File: src/rtl/calc_core.sv
// Multi-cycle arithmetic core: add, sub, iterative multiply, restoring divide and
// digit-by-digit integer square root behind a start/ready/done handshake.
module calc_core #(
    parameter int unsigned DATA_WIDTH = 32
) (
    input  logic                  clk,
    input  logic                  rst,
    input  logic                  start,
    input  logic [2:0]            op,
    input  logic [DATA_WIDTH-1:0] opa,
    input  logic [DATA_WIDTH-1:0] opb,
    output logic                  ready,
    output logic                  done,
    output logic [DATA_WIDTH-1:0] result,
    output logic                  div_zero,
    output logic                  invalid
);

    localparam int unsigned W    = DATA_WIDTH;
    localparam int unsigned HW   = DATA_WIDTH / 2;
    localparam int unsigned CntW = $clog2(DATA_WIDTH + 1);

    localparam logic [2:0] OpAdd  = 3'b000;
    localparam logic [2:0] OpSub  = 3'b001;
    localparam logic [2:0] OpMul  = 3'b010;
    localparam logic [2:0] OpDiv  = 3'b011;
    localparam logic [2:0] OpSqrt = 3'b100;

    if ((DATA_WIDTH % 2) != 0 || DATA_WIDTH < 4) begin : g_bad_width
        $error("calc_core: DATA_WIDTH must be even and at least 4");
    end

    typedef enum logic [1:0] {StIdle, StRun, StDone} state_e;

    state_e          state_q;
    logic [2:0]      op_q;
    logic [W-1:0]    a_q;     // mul: multiplicand, div: dividend/quotient, sqrt: radicand
    logic [W-1:0]    b_q;     // mul: multiplier, div: divisor
    logic [W-1:0]    acc_q;   // mul: product, div/sqrt: partial remainder
    logic [HW-1:0]   root_q;
    logic [CntW-1:0] cnt_q;

    // One iteration step of each iterative operation.
    logic [W-1:0]    mul_acc;
    logic [W:0]      div_shift;
    logic            div_ge;
    logic [W-1:0]    div_rem;
    logic [HW+1:0]   sq_shift;
    logic [HW+1:0]   sq_trial;
    logic            sq_ge;
    logic [HW+1:0]   sq_rem;
    logic [W-1:0]    final_res;
    logic [CntW-1:0] start_cnt;

    always_comb begin
        mul_acc   = acc_q + (b_q[0] ? a_q : '0);

        div_shift = {acc_q, a_q[W-1]};
        div_ge    = div_shift >= {1'b0, b_q};
        div_rem   = div_ge ? W'(div_shift - {1'b0, b_q}) : div_shift[W-1:0];

        // Remainder never exceeds 2*root, so HW bits of it survive the shift.
        sq_shift  = {acc_q[HW-1:0], a_q[W-1:W-2]};
        sq_trial  = {root_q, 2'b01};
        sq_ge     = sq_shift >= sq_trial;
        sq_rem    = sq_ge ? (sq_shift - sq_trial) : sq_shift;
    end

    always_comb begin
        final_res = '0;
        case (op_q)
            OpAdd:   final_res = a_q + b_q;
            OpSub:   final_res = a_q - b_q;
            OpMul:   final_res = acc_q;
            OpDiv:   final_res = (b_q == '0) ? '1 : a_q;
            OpSqrt:  final_res = W'(root_q);
            default: final_res = '0;
        endcase
    end

    always_comb begin
        start_cnt = '0;
        case (op)
            OpMul:   start_cnt = CntW'(W);
            OpDiv:   start_cnt = (opb == '0) ? '0 : CntW'(W);
            OpSqrt:  start_cnt = CntW'(HW);
            default: start_cnt = '0;
        endcase
    end

    always_ff @(posedge clk or posedge rst) begin
        if (rst) begin
            state_q  <= StIdle;
            op_q     <= '0;
            a_q      <= '0;
            b_q      <= '0;
            acc_q    <= '0;
            root_q   <= '0;
            cnt_q    <= '0;
            ready    <= 1'b1;
            done     <= 1'b0;
            result   <= '0;
            div_zero <= 1'b0;
            invalid  <= 1'b0;
        end else begin
            case (state_q)
                StIdle: begin
                    if (start) begin
                        state_q <= StRun;
                        ready   <= 1'b0;
                        op_q    <= op;
                        a_q     <= opa;
                        b_q     <= opb;
                        acc_q   <= '0;
                        root_q  <= '0;
                        cnt_q   <= start_cnt;
                    end
                end
                StRun: begin
                    if (cnt_q == '0) begin
                        state_q  <= StDone;
                        done     <= 1'b1;
                        result   <= final_res;
                        div_zero <= (op_q == OpDiv) && (b_q == '0);
                        invalid  <= op_q > OpSqrt;
                    end else begin
                        cnt_q <= cnt_q - CntW'(1);
                        case (op_q)
                            OpMul: begin
                                acc_q <= mul_acc;
                                a_q   <= a_q << 1;
                                b_q   <= b_q >> 1;
                            end
                            OpDiv: begin
                                acc_q <= div_rem;
                                a_q   <= {a_q[W-2:0], div_ge};
                            end
                            OpSqrt: begin
                                acc_q  <= W'(sq_rem);
                                a_q    <= a_q << 2;
                                root_q <= {root_q[HW-2:0], sq_ge};
                            end
                            default: ;
                        endcase
                    end
                end
                StDone: begin
                    state_q <= StIdle;
                    done    <= 1'b0;
                    ready   <= 1'b1;
                end
                default: begin
                    state_q <= StIdle;
                    done    <= 1'b0;
                    ready   <= 1'b1;
                end
            endcase
        end
    end

endmodule

File: config.mk
export PLATFORM = sky130hd
export DESIGN_NAME = calc_core
export DESIGN_NICKNAME = d
export VERILOG_FILES = /design/src/rtl/calc_core.sv
export SDC_FILE = /design/constraint.sdc
export NUM_CORES = 1
export LEC_CHECK = 0
export CORE_MARGIN = 8
export CORE_UTILIZATION = 30
export DETAILED_ROUTE_END_ITERATION = 8
export GPL_TIMING_DRIVEN = 0
export PLACE_DENSITY = 0.44
export SYNTH_ARGS = -nofsm -noshare
export SYNTH_HDL_FRONTEND = slang
export SYNTH_SLANG_ARGS = --single-unit
File: constraint.sdc
create_clock -name clk -period 5.5 [get_ports clk]
set_input_delay 1.1 -clock clk [delete_from_list [all_inputs] [get_ports clk]]
set_output_delay 1.1 -clock clk [all_outputs]
set_load 0.02 [all_outputs]
==> impl_metrics.json, run 1 <==
{
  "crit_slowest_cell": "a311o_1",
  "hold_path.class": "flop to flop",
  "p_comb_share_pct": 73.9,
  "setup_viol": 0,
  "wl_met1_um": 31800,
  "wl_um": 65800,
  "status": "finished, final reports clean",
  "clock.fmax_mhz": 186,
  "synthCells": 1944,
  "rsz0062_at_grt": "no",
  "port_buffers": 105,
  "grt-ovfl-total": 0,
  "grt_pass1_vias": 15100,
  "fillers": 5328,
  "dp_hpwl_um": 53400,
  "wl_met2_um": 28800,
  "crit_type": "flop to flop",
  "r2r_cells": 16,
  "timing.hold.ws_ps": 471,
  "synthTopCellsByArea": "dfrtp_1 26%, ha_1 9.7%, a21oi_1 7.2%",
  "r2r_end": "result[28]",
  "via_count": 15300,
  "hold_depth": 2,
  "htree_levels": 4,
  "clock-root-buffer": "clkbuf_16",
  "clock_latency_ps": 510,
  "path_clk_slew_ps": 70,
  "syn_area_per_cell_um2": 7.73,
  "critPathTopFamily": "compound AO/OA/AOI/OAI gates",
  "endpoint_kind": "flop",
  "grt_max_degree": 106,
  "path_max_fanout": 10,
  "rrSetupSlack_ps": 120,
  "drv_cap": 0,
  "die_height_um": 240,
  "highest_layer": "met4",
  "power.leakage_nw": 7.53,
  "synth_cell_types": 76,
  "stdcell_area_um2": 17600,
  "intPower_mw": 5.91,
  "routed-wl-met3_um": 3150,
  "net-switching-power_mw": 7.72,
  "synthTopCellsByCount": "272 x nand2_1, 215 x a21oi_1, 194 x o21ai_0",
  "numCtsBuffers": 17,
  "crit_arrival_ps": 5810,
  "antenna_found_initial": 0,
  "p_clk_share_pct": 9.3,
  "p_sw_share_pct": 56.6,
  "tritoncts": "done",
  "syn_nets": 2134,
  "io_pins": 106,
  "viasPerCell": 5.55,
  "yosysMostFrequentCell": "nand2_1",
  "hold_end": "result[4]",
  "row_count": 82,
  "slew_viol_final": 0,
  "yosys_warnings": 0,
  "max_stage_delay_ps": 490,
  "worst_pin_slew_ps": 1400,
  "worstSetupStartpointType": "flop",
  "post-cts-setup-buffers": 0,
  "layout-drive-gt1-share_pct": 4.08,
  "nets": 2260,
  "fp.coreArea_um2": 49800,
  "fin_skew_ps": 13.2,
  "worst_hold_startpoint": "result[4]",
  "fin_crit_ps": 5380,
  "power.density_nw_per_um2": 775,
  "ant_nets": 0,
  "crit_chain": "clkbuf_1, clkbuf_2, and2_1, clkbuf_1, nor2_1, xnor2_2, ha_1, a211o_1, o211ai_1, a22oi_1, a311o_1, a22oi_1, a21oi_1, a311o_1, or3_1, nand3_1",
  "dieArea_um2": 57500,
  "slew_headroom_pct": 6.04,
  "power.total_mw": 13.6,
  "drt_first_pass_iters": 6,
  "vdd_drop_max_uv": 269,
  "clk_path_buf_depth": 2,
  "placed_cell_area_um2": 17000,
  "drcViolationCount": 0,
  "synth_top_cell_by_area": "dfrtp_1",
  "die_w_um": 240,
  "first_iter_violations": 1343,
  "ys_ff_latch": 159,
  "synthArstFlopShare_pct": 100,
  "cp_num_buf_inv": 3,
  "start_util_pct": 30.2,
  "synth_top_area_share_pct": 26.3,
  "grt_use_total_pct": 22.9,
  "cts.sinks": 159,
  "rr_startpoint": "op_q[0]",
  "wl_per_cell_um": 23.9,
  "synth_edf_count": 0,
  "netlist_area_um2": 15000,
  "crit_required_ps": 5930,
  "ys.flop_type": "dfrtp_1",
  "seq_area_frac_synth_pct": 26.5,
  "area_growth_pct": 17.1,
  "grt_pass1_wl_um": 97700,
  "gp_congestion": 0.934,
  "pwr-share-seq_pct": 16.9,
  "fin_crit_sh_pct": 97.7,
  "hold_viol": 0
}
placed cells by master, fill, tap and decap left out, types with 20 or more instances in the layout:
master           count
xnor2_1             82
a22oi_1             27
nand3_1             30
inv_1               86
clkdlybuf4s50_1    105
dfrtp_1            158
o21ai_0            194
nor2_1             115
a21oi_1            214
a31oi_1             27
nand2_1            272
and2_1              36
mux2i_1             43
xor2_1              40
and3_1              20
clkbuf_1            87
nand2b_1            20
a21o_1              46
o211ai_1            21
ha_1               117
o31ai_1             23
metal layers:
metal,vias to the layer above,global-route usage [%]
li1,7342,-
met5,-,0
met1,7388,32.2
met2,478,35.0
met3,80,3.84
met4,0,8.09
sequential cells by signal, indices dropped and copies added, names as in the netlist, 2 cells and up:
register  count
state_q       2
a_q          32
acc_q        32
root_q       16
op_q          3
b_q          32
result       32
cnt_q         6
final cells by class:
cell class / instances / area, um^2 / area share, %
Antenna cell: 1 / 2.50 / 0.0142
Sequential cell: 159 / 3980 / 22.6
Tap cell: 672 / 841 / 4.78
Buffer: 99 / 398 / 2.26
Clock inverter: 12 / 136 / 0.775
Clock buffer: 20 / 457 / 2.60
Multi-Input combinational cell: 1599 / 10400 / 58.9
Timing Repair Buffer: 107 / 1090 / 6.19
Inverter: 87 / 334 / 1.90
power groups by stage:
stage	Clock [mW]	Sequential, mW	Combinational (mW)
after floorplan	0	2.13	6.71
after global placement	0	2.30	9.86
after detailed placement	0	2.30	9.90
after CTS	1.30	2.28	9.96
after global routing	1.34	2.36	11.0
final	1.26	2.30	10.1
how the worst max path moves through the flow:
stage,from,endpoint,slack [ps],depth (start not counted)
after floorplan,rst,a_q[0],110,1
after global placement,rst,b_q[0],-2800,2
after detailed placement,op_q[0],result[28],-90,16
after CTS,op_q[0],result[28],60,16
after global routing,op_q[0],result[28],30,16
final,op_q[0],result[28],120,16
cells by family after synthesis:
logic type	after synthesis	share of synthesized area (%)
xor gates and xnor gates	124	7.23
muxes	56	3.84
DFF	159	26.5
adders and majority gates	120	10.1
AOI/OAI and AO/OA	707	29.2
buffers and inverters	186	4.80
and+or+nand+nor	592	18.3
worst min-delay path: cells and delay by family (launching register included):
family / cells / cell delay [ps]
flip-flops: 1 / 340
AND/OR/NAND/NOR: 2 / 100
per-stage QoR:
step / instances / TNS, ps / setup slack (ps) / utilization, %
2_1_floorplan: 1944 / 0 / 110 / -
4_1_cts: 2755 / 0 / 64.4 / 35.3
6_report: 2756 / 0 / 124 / 35.4
3_5_place_dp: 2723 / -85.6 / -85.6 / 34.1
5_1_grt: 2755 / 0 / 31.0 / 35.4
3_3_place_gp: 2721 / -439130 / -2800 / 34.0
timing repair:
action	CTS	global route
setup endpoints to repair	2	4
pin swaps	0	0
hold endpoints to repair	0	0
hold buffers	0	0
resized for setup	2	5
(Power assumes the default switching activity.)
==> inputs of run 2 (changes only) <==
Settings changed: CORE_UTILIZATION 30 to 40, CTS_CLUSTER_DIAMETER set to 60, PLACE_DENSITY 0.44 to 0.56, SKIP_LAST_GASP set to 1.
==> run 2 against run 1 <==
Net effect: count of clock-buffer cells in the layout up 1; first-iteration DRC count up 7.6%; global-route usage up 4.4 points; sequential share of layout area up 0.37 points; highest routed layer unchanged; die area down 23%; largest cell class unchanged; critical path depth unchanged; utilization up 11 points; register-to-register slack better by 130 ps; sequential cell count unchanged; via count up 0.48%.
==> impl_metrics.json, run 2 (synthesis gave the netlist of run 1 again) <==
{
  "worstSetupStartpointType": "flop",
  "dieArea_um2": 44000,
  "htree_levels": 4,
  "multi_input_area_um2": 10300,
  "drt_first_pass_iters": 5,
  "port_buffers": 105,
  "first_iter_violations": 1445,
  "crit_type": "flop to flop",
  "slew_viol_final": 0,
  "die_height_um": 210,
  "rsz0062_at_grt": "no",
  "nets": 2259,
  "rr_startpoint": "op_q[0]",
  "gp_congestion": 0.970,
  "grt_max_degree": 116,
  "final_common_cell": "nand2_1",
  "antenna_found_initial": 0,
  "grt_pass1_vias": 15200,
  "clk_path_buf_depth": 2,
  "grt_use_total_pct": 27.3,
  "clock-root-buffer": "clkbuf_16",
  "layout_common_cells": "271 x nand2_1, 215 x a21oi_1, 194 x o21ai_0, 158 x dfrtp_1, 117 x ha_1",
  "wl_um": 60900,
  "postCtsHoldBufs": 0,
  "dp_hpwl_um": 49300,
  "max_stage_delay_ps": 510,
  "worst_hold_startpoint": "result[0]",
  "path_clk_slew_ps": 60,
  "wl_per_cell_um": 23.8,
  "numCtsBuffers": 17,
  "slew_headroom_pct": 21.2,
  "hold_viol": 0,
  "seqCellArea_um2": 3980,
  "endpoint_kind": "flop",
  "path_max_fanout": 10,
  "area_growth_pct": 15.2,
  "status": "finished, final reports clean",
  "grt-ovfl-total": 0,
  "hold_end": "result[0]",
  "crit_slowest_cell": "xnor2_1",
  "hold_path.class": "flop to flop",
  "placedCellCount": 2524,
  "fin_crit_sh_pct": 95.4,
  "die_w_um": 210,
  "fp.coreArea_um2": 37300,
  "r2r_cells": 16,
  "post_cts_resized": 1,
  "row_count": 71,
  "diodes": 0,
  "drcViolationCount": 0,
  "use_met3_pct": 4.71,
  "place_ws_ps": 16.7,
  "ant_nets": 0,
  "hold_depth": 2,
  "setup_viol": 0,
  "io_pins": 106,
  "post-cts-setup-buffers": 0,
  "crit_required_ps": 5890,
  "rrSetupSlack_ps": 250,
  "grtUsageMet1_pct": 37.1,
  "fin_crit_ps": 5250,
  "worst_pin_slew_ps": 1180,
  "clock_latency_ps": 460,
  "cts.sinks": 159,
  "layout-drive-gt1-share_pct": 3.94,
  "drv_cap": 0,
  "fin_skew_ps": 9.85,
  "fin_cells": 2556,
  "clock.fmax_mhz": 191,
  "grt_pass1_wl_um": 92400,
  "setup_ws_ps": 253,
  "start_util_pct": 40.3,
  "fillers": 3815,
  "viasPerCell": 6.01,
  "tritoncts": "done",
  "r2r_end": "result[28]",
  "via_count": 15400,
  "crit_chain": "clkbuf_1, clkbuf_2, and2_1, clkbuf_1, nor2_1, xnor2_1, ha_1, a211o_1, o211ai_1, a22oi_1, a311o_1, a22oi_1, a21oi_1, a311o_1, or3_1, nand3_1",
  "top_usage_layer": "met2",
  "crit_arrival_ps": 5640,
  "use_met2_pct": 42.1
}
-- run 2: worst max-delay path: cells and delay by family (launching register included) --
family                   cells  cell delay (ps)
AO/OA/AOI/OAI                7             1970
XOR/XNOR                     1              510
adder cells (fa/ha/maj)      1              400
buffers and inverters        3             1120
flip-flops                   1              320
AND/OR/NAND/NOR              4              850
-- run 2: routing by layer --
metal  routed length [um]  up-vias
met4                 2560        0
li1                     -     7339
met1                27600     7349
met2                26300      567
met3                 4450      106
met5                    0        -
-- run 2: cell type report --
class / instances / share of cell area [%]
multi-input cells: 1599 / 59.7
inverters: 87 / 1.93
clock inverters: 11 / 0.658
plain buffers: 98 / 2.27
clock buffers: 21 / 2.72
flip-flops and latches: 159 / 23.0
well taps: 474 / 3.43
repair buffers: 107 / 6.27
-- run 2: how the worst max path moves through the flow --
stage | slack (ps) | end | start
after global routing | 20 | result[28] | op_q[0]
after CTS | 210 | result[28] | op_q[1]
final | 250 | result[28] | op_q[0]
after global placement | -2590 | b_q[1] | rst
after floorplan | 110 | a_q[0] | rst
after detailed placement | 20 | result[28] | op_q[1]
-- run 2: metrics by stage --
| step | utilization [%] | hold WS, ps | area, um^2 | setup TNS (ps) |
|---|---|---|---|---|
| floorplan | - | 449 | 15000 | 0 |
| global placement | 44.7 | 457 | 16700 | -405010 |
| detailed placement | 44.8 | 465 | 16700 | 0 |
| CTS | 46.4 | 478 | 17300 | 0 |
| global route | 46.4 | 503 | 17300 | 0 |
| finish | 46.4 | 472 | 17300 | 0 |
Power of run 2 is left out: the tool's default activity adds up to more than one toggle a clock period on the data nets, which glitch-free logic cannot reach.
